`src/rtl/qracc_sram_ctrl.sv`:
```
// ----------------------------------------------------------------------------
// qracc_sram_ctrl
//
// Responder end of the QRAcc SRAM request interface. Takes one read or write
// request at a time from the digital master on a valid/ready handshake and
// sequences the analog SRAM control pins of the array macro:
//   write : WR_WL (wordline + write enable + column select + write data)
//   read  : RD_PCH (precharge) -> RD_WL (wordline) -> RD_SENSE (wordline +
//           sense-amp enable + column select) -> RD_DONE (rd_valid pulse)
// The sense-amp outputs are captured into rd_data_o at the final edge of the
// sense phase and held there until the next read capture.
//
// Every output is driven straight from a flop. Each output flop is loaded
// from a decode of the *next* state, so a pin changes on the same edge on
// which its state is entered.
//
// Ports:
//   clk         in   sole clock, rising edge
//   nrst        in   asynchronous active-low reset
//   rq_wr_i     in   1 = write request, 0 = read request
//   rq_valid_i  in   request valid
//   rq_ready_o  out  request accepted on rq_valid_i & rq_ready_o at a rising edge
//   rd_valid_o  out  one-cycle pulse, rd_data_o valid
//   rd_data_o   out  [numCols]   read data
//   wr_data_i   in   [numCols]   write data
//   addr_i      in   [log2 rows] row address
//   wl_o        out  [numRows]   one-hot wordline to analog
//   pch_o       out  bitline precharge, active high
//   wr_data_o   out  [numCols]   write data to analog
//   write_o     out  write enable to analog
//   csel_o      out  [numCols]   column select, all ones when active
//   saen_o      out  sense-amp enable
//   sa_out_i    in   [numCols]   sense-amp outputs from analog
// ----------------------------------------------------------------------------
module qracc_sram_ctrl #(
  parameter int numRows   = 128,
  parameter int numCols   = 32,
  parameter int pchCycles = 1,
  parameter int wlCycles  = 2,
  parameter int saCycles  = 1
) (
  input  logic                       clk,
  input  logic                       nrst,
  input  logic                       rq_wr_i,
  input  logic                       rq_valid_i,
  output logic                       rq_ready_o,
  output logic                       rd_valid_o,
  output logic [numCols-1:0]         rd_data_o,
  input  logic [numCols-1:0]         wr_data_i,
  input  logic [$clog2(numRows)-1:0] addr_i,
  output logic [numRows-1:0]         wl_o,
  output logic                       pch_o,
  output logic [numCols-1:0]         wr_data_o,
  output logic                       write_o,
  output logic [numCols-1:0]         csel_o,
  output logic                       saen_o,
  input  logic [numCols-1:0]         sa_out_i
);

  localparam int ADDR_W = $clog2(numRows);

  // Longest dwell of any phase; the counter only has to hold (dwell - 1).
  localparam int MAX_CYC = (pchCycles > wlCycles)
                         ? ((pchCycles > saCycles) ? pchCycles : saCycles)
                         : ((wlCycles  > saCycles) ? wlCycles  : saCycles);
  localparam int CNT_W   = (MAX_CYC > 1) ? $clog2(MAX_CYC) : 1;

  localparam logic [CNT_W-1:0] PCH_LOAD = CNT_W'(pchCycles - 1);
  localparam logic [CNT_W-1:0] WL_LOAD  = CNT_W'(wlCycles - 1);
  localparam logic [CNT_W-1:0] SA_LOAD  = CNT_W'(saCycles - 1);

  localparam logic [numRows-1:0] WL_ONE = numRows'(1);

  typedef enum logic [2:0] {
    IDLE,
    WR_WL,
    RD_PCH,
    RD_WL,
    RD_SENSE,
    RD_DONE
  } state_e;

  // Control state
  state_e              state_q,   state_d;
  logic [CNT_W-1:0]    cnt_q,     cnt_d;
  logic [ADDR_W-1:0]   addr_q,    addr_d;
  logic [numCols-1:0]  wdata_q,   wdata_d;

  // Output flops
  logic                ready_q,   ready_d;
  logic                rdvalid_q, rdvalid_d;
  logic [numCols-1:0]  rddata_q,  rddata_d;
  logic [numRows-1:0]  wl_q,      wl_d;
  logic                pch_q,     pch_d;
  logic [numCols-1:0]  wrdata_q,  wrdata_d;
  logic                write_q,   write_d;
  logic [numCols-1:0]  csel_q,    csel_d;
  logic                saen_q,    saen_d;

  logic                handshake;
  logic                cnt_done;
  logic [numRows-1:0]  wl_sel;

  // ready_q is low on the first edge out of reset even though the FSM is
  // already in IDLE, so a request is never taken before ready is visible.
  assign handshake = (state_q == IDLE) && ready_q && rq_valid_i;
  assign cnt_done  = (cnt_q == '0);

  // Next-state logic. The dwell counter is loaded with (cycles - 1) on entry
  // to each timed phase and the phase ends when it reaches zero.
  always_comb begin
    state_d  = state_q;
    cnt_d    = cnt_q;
    addr_d   = addr_q;
    wdata_d  = wdata_q;
    rddata_d = rddata_q;

    case (state_q)
      IDLE: begin
        if (handshake) begin
          addr_d  = addr_i;
          wdata_d = wr_data_i;
          if (rq_wr_i) begin
            state_d = WR_WL;
            cnt_d   = WL_LOAD;
          end else begin
            state_d = RD_PCH;
            cnt_d   = PCH_LOAD;
          end
        end
      end

      WR_WL: begin
        if (cnt_done) begin
          state_d = IDLE;
        end else begin
          cnt_d = cnt_q - 1'b1;
        end
      end

      RD_PCH: begin
        if (cnt_done) begin
          state_d = RD_WL;
          cnt_d   = WL_LOAD;
        end else begin
          cnt_d = cnt_q - 1'b1;
        end
      end

      RD_WL: begin
        if (cnt_done) begin
          state_d = RD_SENSE;
          cnt_d   = SA_LOAD;
        end else begin
          cnt_d = cnt_q - 1'b1;
        end
      end

      RD_SENSE: begin
        // Capture on the edge that closes the last sense cycle.
        if (cnt_done) begin
          state_d  = RD_DONE;
          rddata_d = sa_out_i;
        end else begin
          cnt_d = cnt_q - 1'b1;
        end
      end

      RD_DONE: begin
        state_d = IDLE;
      end

      default: begin
        state_d = IDLE;
      end
    endcase
  end

  // Output decode from the next state, so each pin is registered and lines
  // up with the state it belongs to. addr_d already holds the fresh address
  // on the accepting edge.
  always_comb begin
    wl_sel    = WL_ONE << addr_d;
    ready_d   = 1'b0;
    rdvalid_d = 1'b0;
    wl_d      = '0;
    pch_d     = 1'b0;
    wrdata_d  = '0;
    write_d   = 1'b0;
    csel_d    = '0;
    saen_d    = 1'b0;

    case (state_d)
      IDLE: begin
        ready_d = 1'b1;
      end

      WR_WL: begin
        wl_d     = wl_sel;
        write_d  = 1'b1;
        wrdata_d = wdata_d;
        csel_d   = '1;
      end

      RD_PCH: begin
        pch_d = 1'b1;
      end

      RD_WL: begin
        wl_d = wl_sel;
      end

      RD_SENSE: begin
        wl_d   = wl_sel;
        saen_d = 1'b1;
        csel_d = '1;
      end

      RD_DONE: begin
        rdvalid_d = 1'b1;
      end

      default: begin
        ready_d = 1'b0;
      end
    endcase
  end

  // State, counter and request capture registers.
  always_ff @(posedge clk or negedge nrst) begin
    if (!nrst) begin
      state_q <= IDLE;
      cnt_q   <= '0;
      addr_q  <= '0;
      wdata_q <= '0;
    end else begin
      state_q <= state_d;
      cnt_q   <= cnt_d;
      addr_q  <= addr_d;
      wdata_q <= wdata_d;
    end
  end

  // Output registers; reset clears every pin at once, aborting any access.
  always_ff @(posedge clk or negedge nrst) begin
    if (!nrst) begin
      ready_q   <= 1'b0;
      rdvalid_q <= 1'b0;
      rddata_q  <= '0;
      wl_q      <= '0;
      pch_q     <= 1'b0;
      wrdata_q  <= '0;
      write_q   <= 1'b0;
      csel_q    <= '0;
      saen_q    <= 1'b0;
    end else begin
      ready_q   <= ready_d;
      rdvalid_q <= rdvalid_d;
      rddata_q  <= rddata_d;
      wl_q      <= wl_d;
      pch_q     <= pch_d;
      wrdata_q  <= wrdata_d;
      write_q   <= write_d;
      csel_q    <= csel_d;
      saen_q    <= saen_d;
    end
  end

  assign rq_ready_o = ready_q;
  assign rd_valid_o = rdvalid_q;
  assign rd_data_o  = rddata_q;
  assign wl_o       = wl_q;
  assign pch_o      = pch_q;
  assign wr_data_o  = wrdata_q;
  assign write_o    = write_q;
  assign csel_o     = csel_q;
  assign saen_o     = saen_q;

endmodule

```
`config.mk`:
```
export PLATFORM = sky130hd
export DESIGN_NAME = qracc_sram_ctrl
export DESIGN_NICKNAME = d
export VERILOG_FILES = /design/src/rtl/qracc_sram_ctrl.sv
export SDC_FILE = /design/constraint.sdc
export NUM_CORES = 1
export LEC_CHECK = 0
export ABC_AREA = 1
export ABC_CLOCK_PERIOD_IN_PS = 4100
export BUFFER_PORTS_ARGS = -buffer_cell sky130_fd_sc_hd__buf_2
export CORE_UTILIZATION = 43
export CTS_CLUSTER_DIAMETER = 50
export DETAILED_ROUTE_END_ITERATION = 6
export PLACE_DENSITY = 0.7
export RECOVER_POWER = 25
export SETUP_SLACK_MARGIN = 0.2
export SLEW_MARGIN = 20
export SYNTH_ARGS = -nofsm -noshare
export SYNTH_HDL_FRONTEND = slang
export SYNTH_SLANG_ARGS = --single-unit
```
`constraint.sdc`:
```
create_clock -name clk -period 4.1 [get_ports clk]
set_clock_uncertainty 0.15 [all_clocks]
set_input_delay 0.205 -clock clk [delete_from_list [all_inputs] [get_ports clk]]
set_output_delay 0.205 -clock clk [all_outputs]
set_load 0.02 [all_outputs]
```
# Word-level counts from Yosys, hierarchy flattened
# Index checks and enable logic that the tools add are counted.
[op_classes]
n_addsub = 1
eq_ne = 10
shifts = 1
muxes = 24
bitwise = 1
reduce_logical = 10
[op_table]
columns = ["op", "n"]
rows = [
  ["$mux W128", 1],
  ["$mux W32", 4],
  ["$shl A1 B7 Y128 const A", 1],
  ["$mux W3", 5],
  ["$pmux W3 S5", 1],
  ["$mux W7", 2],
  ["$eq A3 B2 Y1 const B", 4],
  ["$eq A3 B3 Y1 const B", 3],
  ["$mux W1", 9],
  ["$eq A3 B1 Y1 const B", 2],
  ["$logic_not A3 Y1", 2],
  ["$reduce_or A3 Y1", 2],
  ["$reduce_and A2 Y1", 2],
  ["$pmux W1 S3", 1],
  ["$reduce_bool A3 Y1", 1],
  ["$logic_and A1 B1 Y1", 2],
  ["$mux W2", 1],
  ["$ne A2 B2 Y1 const B", 1],
  ["$reduce_or A2 Y1", 1],
  ["$not A1 Y1", 1],
  ["$sub A1 B1 Y1 const B", 1],
]
[word_totals]
reg_bits = 272
input_bits = 75
out_inout_bits = 229
elab_cells = 60

# Longest topological paths before layout
# Gate-level depths: netlist (run 1).
[depth]
ltp_word = 8
depth_mapped = 11
depth_no_buf = 10

# Least setup slack after synthesis (run 1)
# Ideal clock, no wire load.
[synth_path]
kind = "flip-flop to flip-flop"
from = "register ready_q (netlist: rq_ready_o)"
to = "register wl_q[10] (netlist: wl_o[10])"
setup_time_ps = 118
arrival_ps = 1651
required_ps = 3832
slack_ps = 2180
stages_incl_launch_ff = 11
n_path_buf = 1
period_less_slack_ps = 1920
cell_sequence = "dfrtp_1 > nand2_1 > inv_1 > nand3_4 > nor2_1 > nor2_2 > nand4_1 > nand2_2 > nand2_4 > buf_6 > nor2_1"
[synth_via]
elab_chain_len = 7
word_cells_on_any_way = 12
cone_classes = "eq/ne (3); shift (1); mux (5); reduce/logical (3)"
[synth_lines]
columns = ["element", "line_no", "source"]
rows = [
  ["from (decl)", "90", "logic ready_q, ready_d;"],
  ["from (signal assigned)", "257", "ready_q <= ready_d;"],
  ["$logic_and A1 B1 Y1 * (2 in series)", "106", "assign handshake = (state_q == IDLE) && ready_q && rq_valid_i;"],
  ["$mux W3", "120", "if (handshake) begin"],
  ["$pmux W3 S5", "118", "case (state_q)"],
  ["$eq A3 B3 Y1, or another cell as far along", "193", "case (state_d)"],
  ["$reduce_or A3 Y1 (no line)", "-", ""],
  ["$mux W128 *", "193", ""],
  ["named net wl_d[10]", "93", "logic [numRows-1:0] wl_q, wl_d;"],
  ["to (signal assigned)", "260", "wl_q <= wl_d;"],
  ["to (decl)", "93", ""],
]
# Mark *: on every way through the listed nets, which the timed path passes. The rest lies on a longest branch.
# A chain may end at the register's enable or synchronous reset.

# Worst setup path after layout (run 1)
[layout_path]
from = "register ready_q (netlist: rq_ready_o)"
to = "register wl_q[123] (netlist: wl_o[123])"
# Same word-level chain as after synthesis.

==> results of run 1 <==
cell usage in the layout (no fill, tap or decap), drive strengths merged:
cell,count
buf,293
dlygate4sd3,70
bufinv,4
nand2,133
nor3,1
diode,1
nor2,180
nand4,71
dfrtp,241
inv,58
nand3,2
clkbuf,54
or2,33
o21ai,38
clkinv,6
a21oi,1
sequential cells by signal (all words and copies together), names as in the netlist:
| name | flops |
|---|---|
| rq_ready_o | 1 |
| addr_q | 7 |
| write_o | 1 |
| wl_o | 128 |
| csel_o | 1 |
| cnt_q | 1 |
| rd_data_o | 32 |
| pch_o | 1 |
| state_q | 3 |
| rd_valid_o | 1 |
| wdata_q | 32 |
| wr_data_o | 32 |
| saen_o | 1 |
metal layers:
layer | GRT usage | share of wire | up-vias
li1 | - | - | 3261
met1 | 0.292 | 0.40 | 3386
met2 | 0.370 | 0.49 | 291
met3 | 0.0588 | 0.081 | 48
met4 | 0.0823 | 0.029 | 2
met5 | 0 | 0.00053 | -
power breakdown:
group          internal (uW)  switching, uW  total (uW)  leakage (uW)
Clock                   1590            989        2580      0.000482
Sequential              2880            212        3090       0.00316
Combinational            856           2390        3240       0.00279
metrics by stage:
step            util  area, sq um
3_5_place_dp   0.510        10400
2_1_floorplan      -         8990
3_3_place_gp   0.510        10400
6_report       0.592        12000
5_1_grt        0.591        12000
4_1_cts        0.592        12100
path summary, 6_finish.rpt:
check                                            end  cells after the start
setup / recovery                 wl_o[123]$_DFF_PN0_                      7
hold / removal                    wl_o[66]$_DFF_PN0_                      2
setup reg to reg                 wl_o[123]$_DFF_PN0_                      7
hold reg to reg            rd_data_o[10]$_DFFE_PN0P_                      2
max in group asynchronous          wl_o[6]$_DFF_PN0_                      4
min in group clk                   wl_o[5]$_DFF_PN0_                      4
timing repair:
item,CTS,global route
endpoints found under the hold margin,240,0
endpoints found under the setup margin,0,0
resized for setup,0,0
hold buffers,70,0
worst max-delay path, cell delays in order, from the launching register on:
cell,delay (ps)
dfrtp_1,330
nand2_1,160
inv_1,210
nand3_4,450
o21ai_2,660
inv_2,410
nand4_1,250
nor2_1,70
area by class of cell:
cell class | instances | area, sq um | area share
inverter | 55 | 206 | 0.0171
antenna | 1 | 2.50 | 0.000208
tap | 270 | 338 | 0.0280
multi-input combinational | 459 | 2220 | 0.184
sequential | 241 | 6030 | 0.501
timing repair buffer | 382 | 2270 | 0.188
clock buffer | 35 | 767 | 0.0637
clock inverter | 13 | 214 | 0.0178
cell families (layout without fill, tap and decap cells):
family                 after synthesis  count (layout)
buffers and inverters              132             485
AO/OA/AOI/OAI                       39              39
other                                0               1
flip-flops                         241             241
AND/OR/NAND/NOR                    420             420
==> flow_metrics.py, run 1 <==
metrics = {
    "outcome": {
        "outcome": "finished, violations left",
        "violations": "max-capacitance violations, max-slew violations",
    },
    "detailed_routing": {
        "wl_per_cell_microns": 16.8,
        "drt-initial-drc-count": 333,
        "wirelength_microns": 24500,
        "dr.pass1.iters": 4,
        "route.vias.total": 6988,
        "final_antenna_net_count": 0,
        "drc": 0,
        "via_per_inst": 4.80,
    },
    "clocking": {
        "path_clk_slew_ps": 60,
        "cts_tree": "built",
        "cts-buffers-inserted": 28,
        "numClockSinks": 241,
        "clock_latency_ps": 540,
        "cts_buffer_depth": 3,
        "h-tree-depth": 1,
        "root_buffer": "clkbuf_16",
        "post-cts-setup-buffers": 0,
    },
    "logic_synthesis": {
        "yosysWarnings": 0,
        "synth_edf_count": 0,
        "synth_adder_area_share": 0,
        "syn_inst": 832,
        "synth_top_cell_area_share": 0.671,
        "synth-simple-area-share": 0.223,
        "yosysSeqAreaShare": 0.671,
        "ys.flop_type": "dfrtp_1",
        "synth_compound_area_frac": 0.0246,
        "synth_top_family_by_area": "simple AND/OR/NAND/NOR gates",
        "synth_most_common_cell": "dfrtp_1",
        "synth_area_sq_um": 8990,
        "synth.distinct_cells": 25,
        "async_flop_share": 1.00,
        "muxShareOfSynthArea": 0,
        "synthXorXnorAreaFrac": 0,
        "synth_common_cells": "dfrtp_1 (241), nor2_1 (167), nand2_1 (120), nand4_1 (71), inv_1 (49)",
        "avgSynthCellArea_sq_um": 10.8,
        "ys_seq_elements": 241,
        "synth_area_leaders": "dfrtp_1 (67%), nor2_1 (7.0%), nand2_1 (5.0%)",
        "synth_nets": 907,
        "yosysTopAreaCell": "dfrtp_1",
    },
    "global_routing": {
        "grt_pass1_vias": 6901,
        "grt_max_degree": 137,
        "grt-ovfl-total": 0,
        "grt_usage": 0.227,
        "grt_pass1_wl_microns": 37900,
        "antenna_found_initial": 2,
    },
    "timing": {
        "maxSlewHeadroom": -0.409,
        "drv_slew": 85,
        "tightest_slew_ps": 2110,
        "rsz0062_at_grt": "false",
        "finalHoldViolCount": 0,
        "setup_viol": 0,
        "period_minus_slack_ps": 2860,
        "worst_slack_ps": 1240,
        "fin_crit_sh": 0.698,
        "setup_tns_ps": 0,
        "timing.hold.ws_ps": 9.45,
        "clock.fmax_ghz": 0.349,
    },
    "cells_and_area": {
        "layout.cells.non_filler": 1456,
        "fill_cells": 1717,
        "fin_nets": 1242,
        "drive_gt1_frac": 0.346,
        "flow.area_growth_from_synthesis_pct": 34.0,
    },
    "worst_setup_path": {
        "crit_path_start_kind": "flop",
        "r2r_setup_slack_ps": 1240,
        "critPathLaunch": "rq_ready_o$_DFF_PN0_",
        "r2r-start": "rq_ready_o$_DFF_PN0_",
        "worstSetupPathType": "reg -> reg",
        "end_kind": "flop",
        "path_max_fanout": 45,
        "critPathRequiredTime_ps": 4330,
        "cp.arrival_ps": 3100,
    },
    "placed_design": {
        "gp_congestion": 0.812,
        "io_buffer_count": 303,
        "hpwl_microns": 15100,
        "place_inst": 1336,
        "dpl_worst_slack_ps": 1240,
    },
    "floorplanning": {
        "fp.dieW_microns": 147,
        "die_area_sq_um": 21500,
        "initial_core_util": 0.441,
        "die_y_microns": 147,
        "rows": 52,
        "coreArea_sq_um": 20400,
        "io_pins": 304,
    },
    "min_path": {
        "min_path_type": "in -> async",
    },
    "power": {
        "powerDensity_nw_per_um2": 740,
        "p_leak_uw": 0.00643,
        "total_power_uw": 8910,
        "max-vdd-ir-drop_v": 0.000371,
    },
    "job": {
        "cap_violations": 1,
    },
}
No activity file was read; power rests on OpenSTA's default activity.
==> run 2: changes to the inputs <==
--- a/config.mk
+++ b/config.mk
@@ -6,7 +6,7 @@
 export NUM_CORES = 1
 export LEC_CHECK = 0
 export ABC_AREA = 1
-export ABC_CLOCK_PERIOD_IN_PS = 4100
+export ABC_CLOCK_PERIOD_IN_PS = 2700
 export BUFFER_PORTS_ARGS = -buffer_cell sky130_fd_sc_hd__buf_2
 export CORE_UTILIZATION = 43
 export CTS_CLUSTER_DIAMETER = 50
==> constraint.sdc (replaced) <==
create_clock -name clk -period 2.7 [get_ports clk]
set_clock_uncertainty 0.15 [all_clocks]
set_input_delay 0.135 -clock clk [delete_from_list [all_inputs] [get_ports clk]]
set_output_delay 0.135 -clock clk [all_outputs]
set_load 0.02 [all_outputs]
==> run 2 against run 1 <==
Effect of this change:
- the run now ends clean
- clock power increased by 39%
- setup slack got worse by 790 ps
- sequential share of layout area decreased by 0.35 points
- worst hold slack improved by 5.6 ps
- wire length increased by 0.75%
- fmax increased by 27%
- die area unchanged
- final cell count increased by 0.82%
- combinational power increased by 61%
- count of clock-buffer cells in the layout increased by 4
- sequential power increased by 52%
- largest power group unchanged
==> flow_metrics.py, run 2 (synthesis gave the netlist of run 1 again) <==
metrics = {
    "worst_setup_path": {
        "path_max_fanout": 36,
        "cp_slowest_cell": "dfrtp_1",
        "end_kind": "flop",
        "path_buf_inv": 2,
        "reg2regPathDepth": 10,
        "critPathRequiredTime_ps": 3000,
        "crit_family": "simple AND/OR/NAND/NOR gates",
        "path_cells": "nand2_2, inv_1, nand3_4, buf_8, nand2_1, nand2_1, nand2_2, nor2_4, nand4_1, nor2_1",
        "slowest_delay_ps": 380,
        "r2r_setup_slack_ps": 450,
        "crit_path_start_kind": "flop",
        "worstSetupPathType": "reg -> reg",
        "cp.arrival_ps": 2550,
        "r2r-start": "rq_ready_o$_DFF_PN0_",
        "r2r_end": "wl_o[62]$_DFF_PN0_",
    },
    "cells_and_area": {
        "fin_util": 0.596,
        "flow.area_growth_from_synthesis_pct": 35.0,
        "regArea_sq_um": 6030,
        "drive_gt1_frac": 0.361,
        "final_common_cell": "buf_2",
        "largest_reg_flops": 128,
        "fill_cells": 1730,
        "final_cell_mix": "buf_2 (302), dfrtp_1 (241), nor2_1 (167)",
        "layout.cells.non_filler": 1468,
        "multi_input_area_sq_um": 2250,
        "fin_nets": 1251,
    },
    "detailed_routing": {
        "drt-initial-drc-count": 399,
        "dr.pass1.iters": 5,
        "wirelength_microns": 24600,
        "drc": 0,
        "wl_per_cell_microns": 16.8,
        "final_antenna_net_count": 0,
        "route.vias.total": 7164,
        "via_per_inst": 4.88,
    },
    "clocking": {
        "cts-buffers-inserted": 27,
        "root_buffer": "clkbuf_16",
        "cts_buffer_depth": 3,
        "h-tree-depth": 1,
        "path_clk_slew_ps": 60,
        "post-cts-setup-buffers": 0,
        "numClockSinks": 241,
        "cts_tree": "built",
        "clock_latency_ps": 540,
    },
    "timing": {
        "drv_slew": 0,
        "clock.fmax_ghz": 0.444,
        "finalHoldViolCount": 0,
        "period_minus_slack_ps": 2250,
        "maxSlewHeadroom": 0.106,
        "tightest_slew_ps": 1340,
        "setup_tns_ps": 0,
        "fin_crit_sh": 0.834,
        "setup_viol": 0,
        "rsz0062_at_grt": "false",
        "worst_slack_ps": 447,
    },
    "global_routing": {
        "antenna_found_initial": 4,
        "grt_pass1_wl_microns": 38800,
        "grt_usage": 0.232,
        "grt-ovfl-total": 0,
        "grt_max_degree": 86,
        "grt_pass1_vias": 7027,
    },
    "floorplanning": {
        "die_area_sq_um": 21500,
        "rows": 52,
        "die_y_microns": 147,
        "coreArea_sq_um": 20400,
        "fp.dieW_microns": 147,
        "initial_core_util": 0.441,
        "io_pins": 304,
    },
    "power": {
        "power_switching_uw": 5460,
        "pwr-share-clk": 0.266,
        "power_frac_seq": 0.347,
        "p_sw_frac": 0.404,
        "powerDensity_nw_per_um2": 1110,
        "combPwrFrac": 0.387,
        "p_leak_uw": 0.00651,
        "total_power_uw": 13500,
        "power.internal_uw": 8050,
        "max-vdd-ir-drop_v": 0.000596,
    },
    "job": {
        "cap_violations": 0,
    },
    "placed_design": {
        "dpl_worst_slack_ps": 259,
        "gp_congestion": 0.830,
        "hpwl_microns": 16000,
        "io_buffer_count": 303,
        "place_inst": 1344,
    },
    "min_path": {
        "min_path_type": "in -> async",
    },
    "outcome": {
        "outcome": "finished, final reports clean",
    },
}
==> run 2: cell types whose count changed in the layout (fill, tap and decap cells not counted), sizes merged <==
cell	change
diode	+2
inv	-2
buf	+24
dlygate4sd3	+3
bufinv	-2
clkbuf	-13
clkinvlp	+3
clkinv	-3
==> run 2: layout make-up <==
type | count | area share
diodes | 3 | 0.000619
clock buffers | 39 | 0.0627
inverters | 55 | 0.0170
well taps | 270 | 0.0278
flip-flops and latches | 241 | 0.497
repair buffers | 392 | 0.199
clock inverters | 9 | 0.0100
multi-input cells | 459 | 0.185
==> run 2: how the worst max path moves through the flow <==
stage | from | end | slack [ps] | depth (start not counted)
2_1_floorplan | rq_ready_o$_DFF_PN0_ | wl_o[10]$_DFF_PN0_ | 780 | 10
3_3_place_gp | rq_ready_o$_DFF_PN0_ | wl_o[74]$_DFF_PN0_ | 320 | 10
3_5_place_dp | rq_ready_o$_DFF_PN0_ | wl_o[4]$_DFF_PN0_ | 260 | 10
4_1_cts | rq_ready_o$_DFF_PN0_ | wl_o[4]$_DFF_PN0_ | 240 | 10
5_1_grt | rq_ready_o$_DFF_PN0_ | wl_o[26]$_DFF_PN0_ | 250 | 10
6_report | rq_ready_o$_DFF_PN0_ | wl_o[62]$_DFF_PN0_ | 450 | 10
==> run 2: worst register-to-register path: stages (launching register included) <==
cell	delay (ps)
dfrtp_1	380
nand2_2	140
inv_1	140
nand3_4	170
buf_8	240
nand2_1	70
nand2_1	110
nand2_2	110
nor2_4	240
nand4_1	240
nor2_1	160
==> run 2: what timing repair did <==
item,4_1_cts,5_1_grt
setup endpoints to repair,0,125
resized for setup,0,6
endpoints found under the hold margin,312,1
hold buffers,72,1
==> run 2: power by group through the flow <==
stage | combinational [uW] | clock, uW | sequential [uW]
finish | 5230 | 3590 | 4690
global route | 5720 | 3830 | 4780
CTS | 5180 | 3670 | 4690
detailed placement | 5060 | 0 | 4730
global placement | 4990 | 0 | 4710
floorplan | 3280 | 0 | 5250
==> run 2: routing by layer <==
metal | wire length, microns | global-route usage | vias to the layer above
met1 | 9530 | 0.295 | 3504
met2 | 12300 | 0.382 | 310
li1 | - | - | 3284
met3 | 1890 | 0.0513 | 64
met5 | 13 | 0 | -
met4 | 955 | 0.101 | 2
==> run 2: through the flow <==
stage,hold slack [ps],cell area (sq um)
2_1_floorplan,-311,8990
3_3_place_gp,24.1,10500
3_5_place_dp,25.4,10500
4_1_cts,14.3,12100
5_1_grt,71.3,12100
6_report,15.1,12100
